$ cat config.mk
export PLATFORM = sky130hd
export DESIGN_NAME = mem_arbiter
export DESIGN_NICKNAME = d
export VERILOG_FILES = /design/src/rtl/mem_arbiter.sv
export SDC_FILE = /design/constraint.sdc
export NUM_CORES = 1
export LEC_CHECK = 0
export ABC_AREA = 1
export BUFFER_PORTS_ARGS = -buffer_cell sky130_fd_sc_hd__buf_4
export CAP_MARGIN = 20
export CORE_AREA = 2 2 393 395
export DETAILED_ROUTE_END_ITERATION = 7
export DIE_AREA = 0 0 395 397
export GPL_TIMING_DRIVEN = 0
export HOLD_SLACK_MARGIN = 0.03
export PLACE_DENSITY_LB_ADDON = 0.05
export SLEW_MARGIN = 20
export SYNTH_ARGS = -nofsm -noshare
export SYNTH_HDL_FRONTEND = slang
export SYNTH_SLANG_ARGS = --single-unit
$ cat constraint.sdc
create_clock -name clk -period 3.1 [get_ports clk]
set_clock_uncertainty 0.2 [all_clocks]
set_input_delay 0.62 -clock clk [delete_from_list [all_inputs] [get_ports clk]]
set_output_delay 0.62 -clock clk [all_outputs]
set_load 0.01 [all_outputs]
$ cat src/rtl/mem_arbiter.sv
// Whole-line arbiter from NUM_PORTS cache requestors onto one burst-memory port.
// Define MEM_ARB_RR_EN for round-robin grants; otherwise the lowest requesting port wins.
module mem_arbiter #(
  parameter int NUM_PORTS = 2,
  parameter int ADDR_W    = 32,
  parameter int LINE_W    = 256,
  parameter int BEAT_W    = 64
) (
  input  logic                        clk,
  input  logic                        rst,
  input  logic [NUM_PORTS*ADDR_W-1:0] req_addr,
  input  logic [NUM_PORTS-1:0]        req_read,
  input  logic [NUM_PORTS-1:0]        req_write,
  input  logic [NUM_PORTS*LINE_W-1:0] req_wdata,
  output logic [LINE_W-1:0]           req_rdata,
  output logic [NUM_PORTS-1:0]        req_resp,
  output logic [ADDR_W-1:0]           bmem_addr,
  output logic                        bmem_read,
  output logic                        bmem_write,
  output logic [BEAT_W-1:0]           bmem_wdata,
  input  logic                        bmem_ready,
  input  logic [BEAT_W-1:0]           bmem_rdata,
  input  logic                        bmem_rvalid
);

  localparam int BEATS = LINE_W / BEAT_W;
  localparam int PW    = (NUM_PORTS > 1) ? $clog2(NUM_PORTS) : 1;
  localparam int KW    = (BEATS > 1) ? $clog2(BEATS) : 1;
  localparam int OFF   = $clog2(LINE_W / 8);

  localparam logic [PW-1:0]     LAST_PORT  = PW'(NUM_PORTS - 1);
  localparam logic [KW-1:0]     LAST_BEAT  = KW'(BEATS - 1);
  localparam logic [ADDR_W-1:0] ALIGN_MASK = {{(ADDR_W-OFF){1'b1}}, {OFF{1'b0}}};

  localparam logic [2:0] S_IDLE    = 3'd0;
  localparam logic [2:0] S_RD_REQ  = 3'd1;
  localparam logic [2:0] S_RD_DATA = 3'd2;
  localparam logic [2:0] S_WR      = 3'd3;
  localparam logic [2:0] S_DONE    = 3'd4;

  logic [2:0]        state_q, state_d;
  logic [KW-1:0]     k_q, k_d;
  logic [PW-1:0]     grant_q, grant_d;
  logic [ADDR_W-1:0] addr_q, addr_d;
  logic [LINE_W-1:0] line_q, line_d;
  logic              wr_q, wr_d;
`ifdef MEM_ARB_RR_EN
  logic [PW-1:0]     ptr_q, ptr_d;
`endif

  logic [ADDR_W-1:0]    port_addr  [NUM_PORTS];
  logic [LINE_W-1:0]    port_wdata [NUM_PORTS];
  logic [BEAT_W-1:0]    line_beat  [BEATS];
  logic [NUM_PORTS-1:0] port_req;
  logic                 sel_found;
  logic [PW-1:0]        sel_port;

  assign port_req = req_read | req_write;

  generate
    for (genvar gi = 0; gi < NUM_PORTS; gi++) begin : g_port
      assign port_addr[gi]  = req_addr[gi*ADDR_W +: ADDR_W];
      assign port_wdata[gi] = req_wdata[gi*LINE_W +: LINE_W];
      assign req_resp[gi]   = (state_q == S_DONE) && (grant_q == PW'(gi));
    end
    for (genvar gi = 0; gi < BEATS; gi++) begin : g_beat
      assign line_beat[gi] = line_q[gi*BEAT_W +: BEAT_W];
    end
  endgenerate

  // Walk the ports once, starting just past the last grant (or at port 0).
  always_comb begin : arbitrate
    logic [PW-1:0] cand;
`ifdef MEM_ARB_RR_EN
    cand = (ptr_q == LAST_PORT) ? '0 : ptr_q + 1'b1;
`else
    cand = '0;
`endif
    sel_found = 1'b0;
    sel_port  = '0;
    for (int i = 0; i < NUM_PORTS; i++) begin
      if (!sel_found && port_req[cand]) begin
        sel_found = 1'b1;
        sel_port  = cand;
      end
      cand = (cand == LAST_PORT) ? '0 : cand + 1'b1;
    end
  end

  always_comb begin
    state_d = state_q;
    k_d     = k_q;
    grant_d = grant_q;
    addr_d  = addr_q;
    line_d  = line_q;
    wr_d    = wr_q;
`ifdef MEM_ARB_RR_EN
    ptr_d   = ptr_q;
`endif
    case (state_q)
      S_IDLE: begin
        if (sel_found) begin
          grant_d = sel_port;
          addr_d  = port_addr[sel_port] & ALIGN_MASK;
          line_d  = port_wdata[sel_port];
          wr_d    = req_write[sel_port];
          k_d     = '0;
          state_d = req_write[sel_port] ? S_WR : S_RD_REQ;
`ifdef MEM_ARB_RR_EN
          ptr_d   = sel_port;
`endif
        end
      end
      S_RD_REQ: begin
        if (bmem_ready) begin
          k_d     = '0;
          state_d = S_RD_DATA;
        end
      end
      S_RD_DATA: begin
        if (bmem_rvalid) begin
          for (int b = 0; b < BEATS; b++) begin
            if (k_q == KW'(b)) line_d[b*BEAT_W +: BEAT_W] = bmem_rdata;
          end
          if (k_q == LAST_BEAT) begin
            k_d     = '0;
            state_d = S_DONE;
          end else begin
            k_d = k_q + 1'b1;
          end
        end
      end
      S_WR: begin
        if (bmem_ready) begin
          if (k_q == LAST_BEAT) begin
            k_d     = '0;
            state_d = S_DONE;
          end else begin
            k_d = k_q + 1'b1;
          end
        end
      end
      S_DONE:  state_d = S_IDLE;
      default: state_d = S_IDLE;
    endcase
  end

  always_ff @(posedge clk) begin
    if (!rst) begin
      state_q <= S_IDLE;
      k_q     <= '0;
      grant_q <= '0;
      addr_q  <= '0;
      line_q  <= '0;
      wr_q    <= 1'b0;
`ifdef MEM_ARB_RR_EN
      ptr_q   <= LAST_PORT;
`endif
    end else begin
      state_q <= state_d;
      k_q     <= k_d;
      grant_q <= grant_d;
      addr_q  <= addr_d;
      line_q  <= line_d;
      wr_q    <= wr_d;
`ifdef MEM_ARB_RR_EN
      ptr_q   <= ptr_d;
`endif
    end
  end

  // Outputs decode registered state only, so no request input reaches the memory port.
  assign bmem_read  = (state_q == S_RD_REQ);
  assign bmem_write = (state_q == S_WR);
  assign bmem_addr  = (bmem_read || bmem_write) ? addr_q : '0;
  assign bmem_wdata = bmem_write ? line_beat[k_q] : '0;
  assign req_rdata  = ((state_q == S_DONE) && !wr_q) ? line_q : '0;

endmodule
==> impl_metrics.csv <==
group,metric,value,unit
run_status,status,"finished with violations",
run_status,violations,"negative setup slack",
yosys,synth.distinct_cells,19,
die,rows,144,
die,ioPinCount,1004,
worst_setup_path,required,2.28,ns
timing,finalSetupViolations,1,
timing,drv_slew,0,
cts,cts_tree,"yes",
final_layout,multiInputGateArea,0.01265,mm2
global_route,top_usage_layer,"met2",
power_and_ir_drop,swShare,54.16,%
cts,clk_pin_slew,0.06,ns
worst_setup_path,critPathMaxFanout,6,
detailed_routing,drc,0,
power_and_ir_drop,powerDensity,859.6,mW/mm2
detailed_routing,routed_wl,178.4,mm
cts,cts_root_buffer,"clkbuf_16",
run,cap_violations,0,
hold_path,hold_class,"in -> reg",
final_layout,most-common-layout-cells,"nand2_1 (1,456), buf_4 (952), inv_1 (809)",
yosys,ys_seq_area_share,26.51,%
worst_setup_path,cp-start-kind,"register",
detailed_routing,drtIter0Drc,1499,
place,hpwlAfterDp,146.4,mm
timing,layout_setup_ws,-0.004789,ns
timing,hold_violations,0,
detailed_routing,via_count,29440,
detailed_routing,vias_per_cell,3.942,
yosys,synth_seq_cells,290,
power_and_ir_drop,pwr-share-comb,63.6,%
global_route,track_usage,21.71,%
final_layout,syn2layout_area_growth,62.46,%
timing,fin_crit_sh,100.2,%
yosys,syn_avg_cell_area,5.084,um2
global_route,grt_max_degree,12,
global_route,met1_usage,27.06,%
cts,htree_levels,2,
worst_setup_path,reg2reg_slack,0.16,ns
cts,clock-sinks,290,
final_layout,fin_cells,7467,
cts,clk_latency,0.63,ns
final_layout,fin_nets,6040,
final_layout,ff_latch_area,0.005819,mm2
timing,rsz0062_at_grt,"true",
detailed_routing,avgRoutedWirePerCell,23.89,um
cts,cts_buffers,47,
global_route,antenna_found_initial,20,
cts,clockBufferDepth,3,
place,gp_congestion,0.8465,
final_layout,final_common_cell,"nand2_1",
die,die_x,395,um
power_and_ir_drop,p_sw,16560,uW
detailed_routing,ant_nets,0,
power_and_ir_drop,power.share.clock,17.4,%
final_layout,drive_gt1_share,26.12,%
detailed_routing,firstDrtPassIters,5,
power_and_ir_drop,cellLeakagePower,0.01995,uW
power_and_ir_drop,internal-power,14020,uW
power_and_ir_drop,ir_drop,0.6984,mV
timing,min_period,3.105,ns
yosys,yosys_warnings,0,
global_route,grt_pass1_vias,29450,
place,numPortBuffers,987,
global_route,globalRouteOverflowTotal,0,
final_layout,num-fill-cells,18160,
worst_setup_path,end_kind,"primary output",
global_route,grt_pass1_wl,238.3,mm
die,die_y,397,um
die,start_util,14.32,%
yosys,netlist_area,0.02190,mm2
place,dp_cells,7350,
global_route,grtUsageMet3,4.882,%
timing,whs,0.07518,ns
timing,worst_pin_slew,1.106,ns
worst_setup_path,crit_type,"reg -> out",
timing,slew_headroom,26.26,%
power_and_ir_drop,seqPwrFrac,19.0,%
worst_setup_path,arrival,2.28,ns
global_route,grt_use_met2,38.14,%
die,die_area,0.1568,mm2
yosys,syn_inst,4308,
die,coreArea,0.1530,mm2
timing,clock.fmax,0.3221,GHz
[routing by layer]
| layer | share of wire, % | routed length, um | vias up |
|---|---|---|---|
| met3 | 5.8 | 10400 | 123 |
| met1 | 43 | 77140 | 13760 |
| li1 | - | - | 14750 |
| met5 | 0.030 | 54 | - |
| met2 | 49 | 87520 | 794 |
| met4 | 1.8 | 3251 | 8 |
[cells by family after synthesis]
group | count (synthesis) | synth area share [%]
buffers and inverters | 1087 | 19.33
other | 1 | 0.01712
adder cells (fa/ha/maj) | 4 | 0.2285
AO/OA/AOI/OAI | 380 | 8.684
AND/OR/NAND/NOR | 2546 | 45.23
flip-flops | 290 | 26.51
[flip-flops by register name (all words and copies together) (netlist names)]
register  flops
wr_q          1
state_q       3
grant_q       1
line_q      256
addr_q       27
k_q           2
[path summary, 6_finish.rpt]
path	depth (start not counted)	startpoint	to
max	7	state_q[0]	req_rdata[151]
min	3	req_addr[44]	addr_q[12]
max reg2reg	9	state_q[0]	line_q[192]
min reg2reg	2	grant_q	grant_q
[stage by stage]
stage                     area, um2  total power (uW)  util, %  setup TNS (ns)  setup WS (ns)
final                         35580             30580    23.26       -0.004789      -0.004789
after global routing          35570             33200    23.26          -2.646        -0.1182
after CTS                     34730             30760    22.71          -1.949       -0.09886
after detailed placement      32080             24550    20.97         -209.93         -1.062
after global placement        31880             24540    20.84         -579.96         -1.668
after floorplan               21910             15940        -               0         0.9132
[power by group through the flow]
stage / Combinational (uW) / Sequential (uW) / Clock, uW
2_1_floorplan: 10300 / 5690 / 0
3_3_place_gp: 18700 / 5860 / 0
3_5_place_dp: 18700 / 5870 / 0
4_1_cts: 19400 / 5810 / 5500
5_1_grt: 21600 / 5970 / 5620
6_report: 19500 / 5820 / 5310
[layout make-up]
| type | instances | area share, % |
|---|---|---|
| sequential | 290 | 16.36 |
| clock inverter | 12 | 0.2567 |
| clock buffer | 67 | 3.833 |
| antenna | 5 | 0.03517 |
| timing repair buffer | 1027 | 23.14 |
| inverter | 813 | 8.623 |
| buffer | 274 | 5.022 |
| tap | 2044 | 7.188 |
| multi-input combinational | 2935 | 35.55 |
[Yosys cell counts (all sizes together)]
cell type	number	share of area (%)
nor3	1	0.023
a21oi	250	5.7
buf	129	2.9
clkbuf	145	2.5
ha	4	0.23
o21ai	130	3.0
inv	813	14
nand2	1457	25
nor2	823	14
nand3	264	6.1
dfxtp	290	27
conb	1	0.017
nand3b	1	0.034
[timing repair]
action / 4_1_cts / 5_1_grt
pin swaps: 14 / 10
hold endpoints to repair: 14 / 0
hold buffers: 16 / 0
setup endpoints to repair: 483 / 186
gates cloned: 4 / 3
setup buffers: 10 / 0
resized for setup: 284 / 247
[critical path: stages, from the launching register on]
cell and delay [ns]:
dfxtp_4 0.36, nor3_4 0.23, nand2_4 0.15, clkbuf_16 0.22
buf_16 0.18, clkbuf_16 0.18, nor2_4 0.17, buf_6 0.14
No activity file was read; power rests on OpenSTA's default activity.
